`config.mk`:
```
export PLATFORM = sky130hd
export DESIGN_NAME = ulpi_rx_framer
export DESIGN_NICKNAME = d
export VERILOG_FILES = /design/src/rtl/ulpi_rx_framer.sv
export SDC_FILE = /design/constraint.sdc
export NUM_CORES = 1
export LEC_CHECK = 0
export BUFFER_PORTS_ARGS = -buffer_cell sky130_fd_sc_hd__buf_2
export CAP_MARGIN = 10
export CORE_MARGIN = 4
export CORE_UTILIZATION = 60
export CTS_BUF_LIST = sky130_fd_sc_hd__clkbuf_2
export CTS_CLUSTER_DIAMETER = 40
export DETAILED_ROUTE_END_ITERATION = 7
export PLACE_DENSITY = 0.81
export REMOVE_ABC_BUFFERS = 1
export SLEW_MARGIN = 15
export SYNTH_ARGS = -nofsm -noshare
export SYNTH_HDL_FRONTEND = slang
export SYNTH_SLANG_ARGS = --single-unit
```
`constraint.sdc`:
```
create_clock -name i_clk -period 3.05 [get_ports i_clk]
set_clock_uncertainty 0.15 [all_clocks]
set_input_delay 0.1525 -clock i_clk [delete_from_list [all_inputs] [get_ports i_clk]]
set_output_delay 0.1525 -clock i_clk [all_outputs]
set_load 0.05 [all_outputs]
```
`src/rtl/ulpi_rx_framer.sv`:
```
// rtl/ulpi_rx_framer.sv - ULPI receive framer: RX CMD decode plus SOP/EOP/ERR beat framing into a small FIFO.
// Data bytes are held one cycle so the last byte of a packet can be tagged with eop when the end event arrives.
module ulpi_rx_framer #(
   parameter int DEPTH = 4
) (
   input  logic       i_clk,
   input  logic       i_reset,
   input  logic       i_rx_valid,
   input  logic       i_rx_cmd,
   input  logic [7:0] i_rx_data,
   input  logic       i_rx_end,
   output logic [7:0] o_pkt_data,
   output logic       o_pkt_sop,
   output logic       o_pkt_eop,
   output logic       o_pkt_err,
   output logic       o_pkt_valid,
   input  logic       i_pkt_ready,
   output logic [1:0] o_linestate,
   output logic [1:0] o_vbus_state,
   output logic       o_rx_active,
   output logic       o_host_disconnect,
   output logic       o_id_gnd,
   output logic       o_alt_int,
   output logic       o_overflow,
   input  logic       i_overflow_clr
);
   localparam int AW = (DEPTH > 1) ? $clog2(DEPTH) : 1;

   typedef enum logic [1:0] {S_IDLE, S_ARMED, S_DATA} state_t;
   state_t r_state, w_state_n;

   logic [10:0]   r_mem [DEPTH];
   logic [AW-1:0] r_wr_ptr, r_rd_ptr;
   logic [AW:0]   r_count;

   logic       r_hold_valid, r_hold_sop, r_err_acc, r_pkt_ovf, r_drop, r_term_pending, r_term_err;
   logic [7:0] r_hold_data;
   logic [1:0] r_linestate, r_vbus_state;
   logic       r_rx_active, r_host_disconnect, r_id_gnd, r_alt_int, r_overflow;

   logic        w_is_cmd, w_is_data, w_end, w_pop, w_full, w_can_push, w_push, w_ovf_set, w_err_val;
   logic [1:0]  w_ev;
   logic [10:0] w_push_beat, w_head;
   logic        w_hold_valid_n, w_hold_sop_n, w_err_acc_n, w_pkt_ovf_n, w_drop_n;
   logic        w_term_pending_n, w_term_err_n;
   logic [7:0]  w_hold_data_n;

   assign w_is_cmd   = i_rx_valid & i_rx_cmd;
   assign w_is_data  = i_rx_valid & ~i_rx_cmd;
   assign w_ev       = i_rx_data[5:4];
   assign w_end      = (i_rx_end & ((r_state != S_IDLE) | w_is_data)) |
                       (w_is_cmd & (r_state != S_IDLE) & ~w_ev[0]);
   assign w_full     = (r_count == (AW+1)'(DEPTH));
   assign w_pop      = o_pkt_valid & i_pkt_ready;
   assign w_can_push = ~w_full | w_pop;

   always_ff @(posedge i_clk) begin
      if (i_reset) r_state <= S_IDLE;
      else         r_state <= w_state_n;
   end

   always_comb begin
      w_state_n = r_state;
      if (w_end)                                           w_state_n = S_IDLE;
      else if (w_is_data)                                  w_state_n = S_DATA;
      else if (w_is_cmd && r_state == S_IDLE && w_ev[0])   w_state_n = S_ARMED;
   end

   // Single FIFO write port per cycle: pending terminator, data-driven push, or end-driven push.
   always_comb begin
      w_hold_valid_n   = r_hold_valid;
      w_hold_sop_n     = r_hold_sop;
      w_hold_data_n    = r_hold_data;
      w_err_acc_n      = r_err_acc;
      w_pkt_ovf_n      = r_pkt_ovf;
      w_drop_n         = r_drop;
      w_term_pending_n = r_term_pending;
      w_term_err_n     = r_term_err;
      w_push           = 1'b0;
      w_push_beat      = '0;
      w_ovf_set        = 1'b0;
      w_err_val        = 1'b0;

      if (r_term_pending) begin
         if (w_can_push) begin
            w_push           = 1'b1;
            w_push_beat      = {r_hold_sop, 1'b1, r_term_err, r_hold_data};
            w_term_pending_n = 1'b0;
            w_hold_valid_n   = 1'b0;
         end else if (!r_term_err) begin
            w_term_err_n = 1'b1;
            w_ovf_set    = 1'b1;
         end
      end

      if (w_is_data) begin
         if (r_state != S_DATA) begin
            if (r_term_pending) begin
               w_drop_n  = 1'b1;
               w_ovf_set = 1'b1;
            end else begin
               w_hold_valid_n = 1'b1;
               w_hold_sop_n   = 1'b1;
               w_hold_data_n  = i_rx_data;
            end
         end else if (r_drop || r_pkt_ovf) begin
            w_ovf_set = 1'b1;
         end else begin
            w_push      = w_can_push;
            w_push_beat = {r_hold_sop, 1'b0, 1'b0, r_hold_data};
            if (w_can_push) begin
               w_hold_sop_n = 1'b0;
            end else begin
               w_pkt_ovf_n = 1'b1;
               w_ovf_set   = 1'b1;
            end
            w_hold_data_n = i_rx_data;
         end
      end

      if (w_is_cmd && r_state != S_IDLE && w_ev == 2'b11) w_err_acc_n = 1'b1;

      if (w_end) begin
         w_err_val = w_err_acc_n | w_pkt_ovf_n;
         if (!w_drop_n && !r_term_pending && w_hold_valid_n) begin
            if (w_push) begin
               w_term_pending_n = 1'b1;
               w_term_err_n     = w_err_val;
            end else if (w_can_push) begin
               w_push         = 1'b1;
               w_push_beat    = {w_hold_sop_n, 1'b1, w_err_val, w_hold_data_n};
               w_hold_valid_n = 1'b0;
            end else begin
               w_term_pending_n = 1'b1;
               w_term_err_n     = 1'b1;
               w_ovf_set        = 1'b1;
            end
         end
         w_err_acc_n = 1'b0;
         w_pkt_ovf_n = 1'b0;
         w_drop_n    = 1'b0;
      end
   end

   always_ff @(posedge i_clk) begin
      if (i_reset) begin
         r_hold_valid   <= 1'b0;
         r_hold_sop     <= 1'b0;
         r_hold_data    <= 8'h00;
         r_err_acc      <= 1'b0;
         r_pkt_ovf      <= 1'b0;
         r_drop         <= 1'b0;
         r_term_pending <= 1'b0;
         r_term_err     <= 1'b0;
         r_wr_ptr       <= '0;
         r_rd_ptr       <= '0;
         r_count        <= '0;
      end else begin
         r_hold_valid   <= w_hold_valid_n;
         r_hold_sop     <= w_hold_sop_n;
         r_hold_data    <= w_hold_data_n;
         r_err_acc      <= w_err_acc_n;
         r_pkt_ovf      <= w_pkt_ovf_n;
         r_drop         <= w_drop_n;
         r_term_pending <= w_term_pending_n;
         r_term_err     <= w_term_err_n;
         if (w_push) r_wr_ptr <= r_wr_ptr + 1'b1;
         if (w_pop)  r_rd_ptr <= r_rd_ptr + 1'b1;
         r_count <= r_count + {{AW{1'b0}}, w_push} - {{AW{1'b0}}, w_pop};
      end
   end

   always_ff @(posedge i_clk) begin
      if (w_push) r_mem[r_wr_ptr] <= w_push_beat;
   end

   always_ff @(posedge i_clk) begin
      if (i_reset) begin
         r_linestate       <= 2'b00;
         r_vbus_state      <= 2'b00;
         r_rx_active       <= 1'b0;
         r_host_disconnect <= 1'b0;
         r_id_gnd          <= 1'b0;
         r_alt_int         <= 1'b0;
         r_overflow        <= 1'b0;
      end else begin
         r_alt_int <= w_is_cmd & i_rx_data[7];
         if (w_is_cmd) begin
            r_linestate       <= i_rx_data[1:0];
            r_vbus_state      <= i_rx_data[3:2];
            r_rx_active       <= w_ev[0];
            r_host_disconnect <= (w_ev == 2'b10);
            r_id_gnd          <= i_rx_data[6];
         end else if (i_rx_end) begin
            r_rx_active <= 1'b0;
         end else if (w_is_data) begin
            r_rx_active <= 1'b1;
         end
         if (w_ovf_set)           r_overflow <= 1'b1;
         else if (i_overflow_clr) r_overflow <= 1'b0;
      end
   end

   assign w_head            = r_mem[r_rd_ptr];
   assign o_pkt_valid       = (r_count != '0);
   assign o_pkt_data        = o_pkt_valid ? w_head[7:0] : 8'h00;
   assign o_pkt_err         = o_pkt_valid & w_head[8];
   assign o_pkt_eop         = o_pkt_valid & w_head[9];
   assign o_pkt_sop         = o_pkt_valid & w_head[10];
   assign o_linestate       = r_linestate;
   assign o_vbus_state      = r_vbus_state;
   assign o_rx_active       = r_rx_active;
   assign o_host_disconnect = r_host_disconnect;
   assign o_id_gnd          = r_id_gnd;
   assign o_alt_int         = r_alt_int;
   assign o_overflow        = r_overflow;
endmodule

```
# Word level (Yosys, flattened, before mapping)
# Memory sizes are Yosys's and may differ from the RTL's. A register that Yosys moved wholly into a read port is not among the register bits.
# Index checks and enable logic that the tools add are counted.
# Widths: inputs -> output; s select.
[totals]
latchBits = 0
ramBits = 44
rom_bits = 0
regBits = 33
input_bits = 15
n_memories = 1
out_inout_bits = 21
[classes]
mux = 79
add_sub_neg = 4
shifts = 0
reduce_logical = 17
magnitude_cmp = 0
n_eq_ne = 4
div = 0
n_bitwise = 17
multipliers = 0
[mem_list]
columns = ["name", "words", "width", "read_ports", "rd_clocked_by_memory_dff", "wr", "line_no", "rtl"]
rows = [
  ["r_mem", 4, 11, 1, 1, 1, "32", "logic [10:0] r_mem [DEPTH];"],
]
[ops]
columns = ["cell", "count"]
rows = [
  ["$mux 11", 9],
  ["$mux 1", 61],
  ["$mux 8", 5],
  ["$and 1x1->1", 10],
  ["$mux 2", 4],
  ["$logic_and 1x1->1", 6],
  ["$reduce_bool 2->1", 3],
  ["$reduce_bool 3->1", 2],
  ["$add 2x1->2 const B", 2],
  ["$eq 2x2->1 const B", 2],
  ["$or 1x1->1", 4],
  ["$add 3x1->3", 1],
  ["$eq 3x3->1 const B", 1],
  ["$not 1->1", 3],
  ["$reduce_or 3->1", 1],
  ["$sub 3x1->3", 1],
  ["$logic_not 1->1", 2],
  ["$logic_not 2->1", 1],
  ["$ne 2x2->1 const B", 1],
  ["$reduce_or 2->1", 1],
  ["$logic_or 1x1->1", 1],
]

# Longest topological paths before layout
# Gate-level depths: netlist (run 1).
[logic_depth]
ltp_word = 14
depth_mapped = 14
depth_no_buf = 13

# Worst setup path before layout (run 1)
# OpenSTA, ideal clock, no wires.
[synth_timing]
kind = "flip-flop to flip-flop"
startpoint = "register r_state[0]"
endpoint = "register r_count[2]"
required_ps = 2772
setup_ps = 128
t_arrival_ps = 2453
synth_period_minus_slack_ps = 2731
stages_incl_launch_ff = 14
slack_ps = 319
path_cell_list = "dfxtp_1 nor2_1 nor3_1 o2111a_1 o31a_1 inv_1 ha_1 inv_1 ha_1 inv_1 fa_1 xor2_1 xnor2_1 nor2_1"
[synth_via]
elab_chain_cells = 10
word_cells_on_any_way = 21
cone_classes = "2 x add/sub; 1 x eq/ne; 9 x mux; 5 x bitwise; 4 x reduce/logical"
[synth_rtl]
columns = ["element", "line_no", "rtl"]
rows = [
  ["start, declared", "30", "state_t r_state, w_state_n;"],
  ["start signal, assigned", "59", "else r_state <= w_state_n;"],
  ["$ne 2x2->1", "97", "if (r_state != S_DATA) begin"],
  ["$mux 1", "97", ""],
  ["$mux 1", "96", "if (w_is_data) begin"],
  ["$logic_not 1->1", "125", "if (!w_drop_n && !r_term_pending && w_hold_valid_n) begin"],
  ["$logic_and 1x1->1 (2 in series)", "125", ""],
  ["$mux 1", "125", ""],
  ["$mux 1 *", "123", "if (w_end) begin"],
  ["$add 3x1->3 *", "169", "r_count <= r_count + {{AW{1'b0}}, w_push} - {{AW{1'b0}}, w_pop};"],
  ["$sub 3x1->3 *", "169", ""],
  ["end signal, assigned", "169", ""],
  ["end, declared", "34", "logic [AW:0] r_count;"],
]
# Every way passes the cells marked *; elsewhere a longest branch is shown, timed or not.
# A chain may end at the register's enable or synchronous reset.

# Final worst setup path (run 1)
[layout_timing]
startpoint = "input port i_rx_cmd"
endpoint = "register r_count[2]"
[layout_via]
elab_chain_cells = 10
word_cells_on_any_way = 19
cone_classes = "2 x add/sub; 6 x mux; 8 x bitwise; 3 x reduce/logical"
[layout_rtl]
columns = ["element", "line_no", "rtl"]
rows = [
  ["start, declared", "9", "input logic i_rx_cmd,"],
  ["$not 1->1", "49", "assign w_is_data = i_rx_valid & ~i_rx_cmd;"],
  ["$and 1x1->1", "49", ""],
  ["$mux 1", "96", ""],
  ["$logic_not 1->1", "125", ""],
  ["$logic_and 1x1->1 (2 in series)", "125", ""],
  ["$mux 1", "125", ""],
  ["$mux 1 *", "123", ""],
  ["$add 3x1->3 *", "169", ""],
  ["$sub 3x1->3 *", "169", ""],
]
# Marked as above.

==> results of run 1 <==
power groups by stage:
stage	logic [mW]	clock network [mW]	registers (mW)
floorplan	0.657	0	1.29
global placement	0.855	0	1.29
detailed placement	0.862	0	1.30
CTS	0.886	0.571	1.27
global route	0.946	0.627	1.29
finish	0.877	0.555	1.27
cell type report:
cell class	count	area [um^2]
clock inverter	7	71.32
clock buffer	9	45.04
multi-input combinational	157	1261
fill	370	1526
timing repair buffer	64	452.9
sequential	79	2022
inverter	10	37.54
tap	72	90.09
metrics by stage:
| stage | util | setup slack (ns) | cells | cell area, um^2 |
|---|---|---|---|---|
| 2_1_floorplan | - | 0.2768 | 246 | 3316 |
| 3_3_place_gp | 0.6571 | 0.2818 | 358 | 3618 |
| 3_5_place_dp | 0.6571 | 0.2149 | 358 | 3618 |
| 4_1_cts | 0.7219 | 0.1919 | 398 | 3975 |
| 5_1_grt | 0.7228 | 0.02601 | 398 | 3980 |
| 6_report | 0.7228 | 0.1810 | 398 | 3980 |
worst reg2reg max path: stages, from the launching register on:
cell and delay (ns):
dfxtp_1 0.41, nor2_1 0.24, a21boi_1 0.16, o2111a_1 0.31, o31a_1 0.26, inv_1 0.06
ha_1 0.21, inv_1 0.05, ha_1 0.13, inv_1 0.04, fa_1 0.37, xor2_1 0.17
xnor2_1 0.13, nor2_1 0.05
worst max-delay path by stage:
stage | startpoint | endpoint | slack (ns) | depth (start not counted)
final | i_rx_cmd | r_count[2]$_SDFF_PP0_ | 0.18 | 15
after global routing | i_rx_cmd | r_count[2]$_SDFF_PP0_ | 0.03 | 15
after CTS | r_state[0]$_SDFFE_PP0P_ | r_count[2]$_SDFF_PP0_ | 0.19 | 13
after detailed placement | r_state[0]$_SDFFE_PP0P_ | r_count[2]$_SDFF_PP0_ | 0.21 | 13
after global placement | i_rx_cmd | r_count[2]$_SDFF_PP0_ | 0.28 | 14
after floorplan | r_count[1]$_SDFF_PP0_ | r_count[2]$_SDFF_PP0_ | 0.28 | 10
registers in the layout, indices dropped and copies added (netlist names), 2 cells and up, named ones only:
signal / count
r_state: 2
o_vbus_state: 2
r_count: 3
r_wr_ptr: 2
o_linestate: 2
r_rd_ptr: 2
r_mem: 44
r_hold_data: 8
cell usage after synthesis (all sizes together):
master / instances / area, um^2
nor2: 25 / 93.84
or2: 2 / 12.51
a21boi: 1 / 7.510
dfxtp: 35 / 700.7
nand3: 6 / 30.03
ha: 6 / 75.07
mux4: 11 / 247.7
mux2: 1 / 11.26
a22o: 8 / 70.07
fa: 1 / 20.02
buf: 8 / 66.31
o2111a: 1 / 11.26
nand2: 12 / 47.55
a221oi: 2 / 17.52
xor2: 2 / 17.52
or4b: 1 / 10.01
nand2b: 5 / 31.28
clkbuf: 4 / 15.01
inv: 10 / 37.54
o22ai: 1 / 6.260
nor4b: 2 / 17.52
o2111ai: 1 / 15.01
nor4bb: 1 / 25.02
o31a: 1 / 8.760
a21o: 1 / 7.510
a21oi: 15 / 75.07
a2bb2oi: 1 / 8.760
nor3b: 3 / 33.78
and2: 19 / 118.9
mux2i: 9 / 90.09
o21bai: 1 / 18.77
a31oi: 3 / 18.77
nor2b: 2 / 12.51
xnor2: 2 / 17.52
nor3: 4 / 20.02
o21ai: 2 / 10.01
or3: 2 / 12.51
a211oi: 1 / 7.510
o31ai: 2 / 28.78
edfxtp: 44 / 1321
kinds of logic after synthesis:
group / count (synthesis) / share of synthesized area
buffers and inverters: 22 / 0.03499
xor gates and xnor gates: 4 / 0.01031
muxes: 21 / 0.1028
adders and majority gates: 7 / 0.02799
AOI/OAI and AO/OA: 41 / 0.09172
DFF: 79 / 0.5952
and+or+nand+nor: 84 / 0.1370
layer usage:
metal  wire [um]  part of all wire  up-vias  global-route usage
met2        3136              0.50       61              0.3273
met1        2711              0.43     1065              0.2522
met5           0                 0        -                   0
met4         112             0.018        0             0.09807
li1            -                 -     1071                   -
met3         306             0.049       10             0.03671
repair_timing:
item | 4_1_cts | 5_1_grt
hold buffers | 24 | 0
setup endpoints to repair | 0 | 1
hold endpoints to repair | 63 | 0
resized for setup | 0 | 1
==> impl_metrics.ini, run 1 <==
[critical_path]
crit_buf_inv = 5
rr_endpoint = r_count[2]$_SDFF_PP0_
end_kind = flop
critPathSlowestCell = dlygate4sd3_1
cp-start-kind = primary input
worst-path-max-fanout = 10
criticalPathCategory = primary input to flop
r2r_slack_ns = 0.21
r2r_start = r_state[0]$_SDFFE_PP0P_
r2r.worst_path.cells = 13
critPathRequiredTime_ns = 3.32
critPathArrivalTime_ns = 3.14
worstPathCellList = dlygate4sd3_1, buf_2, nand2b_1, a21boi_1, o2111a_1, o31a_1, inv_1, ha_1, inv_1, ha_1, inv_1, fa_1, xor2_1, xnor2_1, nor2_1
cpMostUsedCell = inv_1
crit_family = buffers and inverters
slowest_delay_ns = 0.55

[layout]
fin_nets = 343
diodes = 0
layout_commonest_cell = edfxtp_1
final_cell_mix = 44 x edfxtp_1, 35 x dfxtp_1, 35 x buf_2
drive_gt1_frac = 0.2331
syn_to_final_growth_pct = 17.16

[timing]
setup_viol = 0
finalCritPeriodShare = 0.9407
rsz0062_at_grt = no
min_period_ns = 2.869
max_freq_mhz = 348.5
setup_tns_ns = 0
slew_violations = 0
tightest_slew_ns = 0.7670
final_hold_viol_count = 0
slew_headroom = 0.4815
whs_ns = 0.2801

[synthesis]
syn_avg_cell_area_um2 = 13.17
netlist_area_um2 = 3397
seq_area_frac_synth = 0.5952
syn_inst = 258
synth_cell_types = 47
synth-seq-cells = 79
ys_warn_count = 0

[drt]
vias = 2207
drt-total-wl_mm = 6.267
drtPass1Iterations = 4
drc = 0
vias_per_cell = 5.545
wl_per_cell_um = 15.75
drtAntennaViolNets = 0
drtIter0Drc = 142

[pwr]
peakVddDrop_mv = 0.4092
combPwrFrac = 0.324
totalPowerFinal_mw = 2.703
power.share.clock = 0.205
internal_power_mw = 1.707
p_seq_frac = 0.470
swShare = 0.3685
leakagePower_nw = 1.491
power.switching_mw = 0.9959
power_density_nw_per_um2 = 679.0

[die]
row_count = 27
initial_utilization = 0.6169
die-area_um2 = 6930
die-height_um = 83.25
die_w_um = 83.25
core_um2 = 5507
io_pins = 36

[clocking]
cts_tree = built
clock-sinks = 79
cts_setup_buffers = 0
path_clk_slew_ns = 0.21
cts_buffers = 9
clk_path_buf_depth = 2
clk_root_buffer_cell = clkbuf_2
insertion_delay_ns = 0.51
ctsHtreeMaxLevel = 3

[global_routing]
grt-ovfl-total = 0
grt_pass1_vias = 2155
grt_max_degree = 33
globalRouteTotalUtil = 0.1986
antenna_found_initial = 0
grt_first_pass_wirelength_mm = 10.78

[run]
max_cap_violations = 0

[hold_path]
holdPathStages = 4
min_to = r_hold_data[7]$_SDFF_PP0_
min_from = i_rx_data[7]
hold_path_class = primary input to flop

[outcome]
status = complete, no violations

[placed_design]
io_buffers = 35
place_congestion = 0.9393
post-dp-hpwl_mm = 4.039
Note: power is estimated with default switching activity, not from simulation.
==> inputs of run 2 (changes only) <==
--- a/config.mk
+++ b/config.mk
@@ -5,13 +5,13 @@
 export SDC_FILE = /design/constraint.sdc
 export NUM_CORES = 1
 export LEC_CHECK = 0
-export BUFFER_PORTS_ARGS = -buffer_cell sky130_fd_sc_hd__buf_2
 export CAP_MARGIN = 10
 export CORE_MARGIN = 4
-export CORE_UTILIZATION = 60
+export CORE_UTILIZATION = 65
 export CTS_BUF_LIST = sky130_fd_sc_hd__clkbuf_2
 export CTS_CLUSTER_DIAMETER = 40
 export DETAILED_ROUTE_END_ITERATION = 7
+export DONT_BUFFER_PORTS = 1
 export PLACE_DENSITY = 0.81
 export REMOVE_ABC_BUFFERS = 1
 export SLEW_MARGIN = 15
==> impl_metrics.ini, run 2 (synthesized netlist as in run 1, its figures left out) <==
[outcome]
status = complete, no violations

[timing]
slew_violations = 0
finalCritPeriodShare = 0.9321
fin_ws_ns = 0.2072
final_hold_viol_count = 0
rsz0062_at_grt = no
tightest_slew_ns = 1.142
min_period_ns = 2.843
max_freq_mhz = 351.8
setup_tns_ns = 0
slew_headroom = 0.2362
setup_viol = 0

[die]
die-area_um2 = 6446
die_w_um = 80.29
die-height_um = 80.29
row_count = 26
initial_utilization = 0.6694
core_um2 = 5075
io_pins = 36

[pwr]
swShare = 0.3631
leakagePower_nw = 1.336
power.share.clock = 0.236
combPwrFrac = 0.288
internal_power_mw = 1.725
p_seq_frac = 0.476
power.switching_mw = 0.9833
power_density_nw_per_um2 = 711.0
peakVddDrop_mv = 0.4334

[clocking]
ctsHtreeMaxLevel = 3
path_clk_slew_ns = 0.22
clock-sinks = 79
insertion_delay_ns = 0.51
cts_tree = built
cts_buffers = 9
clk_root_buffer_cell = clkbuf_2
clk_path_buf_depth = 2
cts_setup_buffers = 0

[layout]
layout_commonest_cell = edfxtp_1
drive_gt1_frac = 0.1424
top_register = r_mem
final_core_util = 0.7505
instances_no_fill = 358
reg_top3 = r_mem x44, r_hold_data x8, r_count x3
largest_reg_flops = 44
diodes = 0
syn_to_final_growth_pct = 12.12
final_cell_mix = 44 x edfxtp_1, 35 x dfxtp_1, 24 x nor2_1
fin_nets = 305

[placed_design]
place_congestion = 0.9022
post-dp-hpwl_mm = 3.882
io_buffers = 0
place_inst = 319
dpl_worst_slack_ns = 0.1988

[drt]
drtAntennaViolNets = 0
drtIter0Drc = 102
wl_per_cell_um = 16.88
drtPass1Iterations = 4
drc = 0
vias_per_cell = 5.760
vias = 2062
drt-total-wl_mm = 6.043

[global_routing]
grt_pass1_vias = 2107
antenna_found_initial = 0
grt_first_pass_wirelength_mm = 10.16
globalRouteTotalUtil = 0.2111
grt-ovfl-total = 0
grt_max_degree = 33

[critical_path]
worst-path-max-fanout = 6
cp-start-kind = primary input
critPathArrivalTime_ns = 3.07
end_kind = flop
critPathRequiredTime_ns = 3.28
criticalPathCategory = primary input to flop

[run]
max_cap_violations = 0

[hold_path]
hold_path_class = primary input to flop
## run 2: power by group through the flow
stage | combinational (mW) | clock (mW) | sequential (mW)
after floorplan | 0.657 | 0 | 1.29
after global placement | 0.738 | 0 | 1.31
after detailed placement | 0.750 | 0 | 1.32
after CTS | 0.785 | 0.647 | 1.29
after global routing | 0.841 | 0.698 | 1.31
final | 0.780 | 0.639 | 1.29
## run 2: path summary, 6_finish.rpt
kind	start	end	slack, ns	cells past startpoint
hold / removal	i_rx_data[4]	r_err_acc$_SDFF_PP0_	0.03	3
setup reg to reg	r_state[0]$_SDFFE_PP0P_	r_count[2]$_SDFF_PP0_	0.23	13
hold reg to reg	r_err_acc$_SDFF_PP0_	r_err_acc$_SDFF_PP0_	0.37	2
setup / recovery	i_rx_cmd	r_count[2]$_SDFF_PP0_	0.21	14
## run 2: layer usage
layer / vias up / global-route usage / share of wire
met5: - / 0 / 0
met4: 0 / 0.08615 / 0.016
met1: 1007 / 0.2691 / 0.44
met3: 10 / 0.05493 / 0.047
met2: 46 / 0.3435 / 0.50
li1: 999 / - / -
## run 2: area by class of cell
cell class                 instances  area (um^2)
fill                             350         1266
timing repair buffer              26        252.7
sequential                        79         2022
tap                               70        87.58
clock inverter                     7        96.34
inverter                          10        37.54
multi-input combinational        157         1267
clock buffer                       9        45.04
## run 2: timing repair
item,CTS,global route
hold buffers,22,1
hold endpoints to repair,67,2
setup endpoints to repair,0,1
gates resized for setup,0,3
## run 2: per-stage QoR
step                      total power [mW]  hold slack [ns]  cell area (um^2)
after floorplan                      1.950          0.06919              3316
after global placement               2.049          0.07631              3426
after detailed placement             2.065          0.07644              3426
after CTS                            2.724          0.02302              3787
after global routing                 2.846          0.03835              3809
final                                2.708          0.03356              3809
## run 2: worst max-delay path: stages
cell and delay [ns]:
dlygate4sd3_1 0.73, nand2b_1 0.26, a21boi_2 0.10, o2111a_1 0.31
o31a_1 0.27, inv_1 0.06, ha_1 0.21, inv_1 0.06
ha_1 0.14, inv_1 0.05, fa_1 0.37, xor2_1 0.18
xnor2_1 0.14, nor2_1 0.05
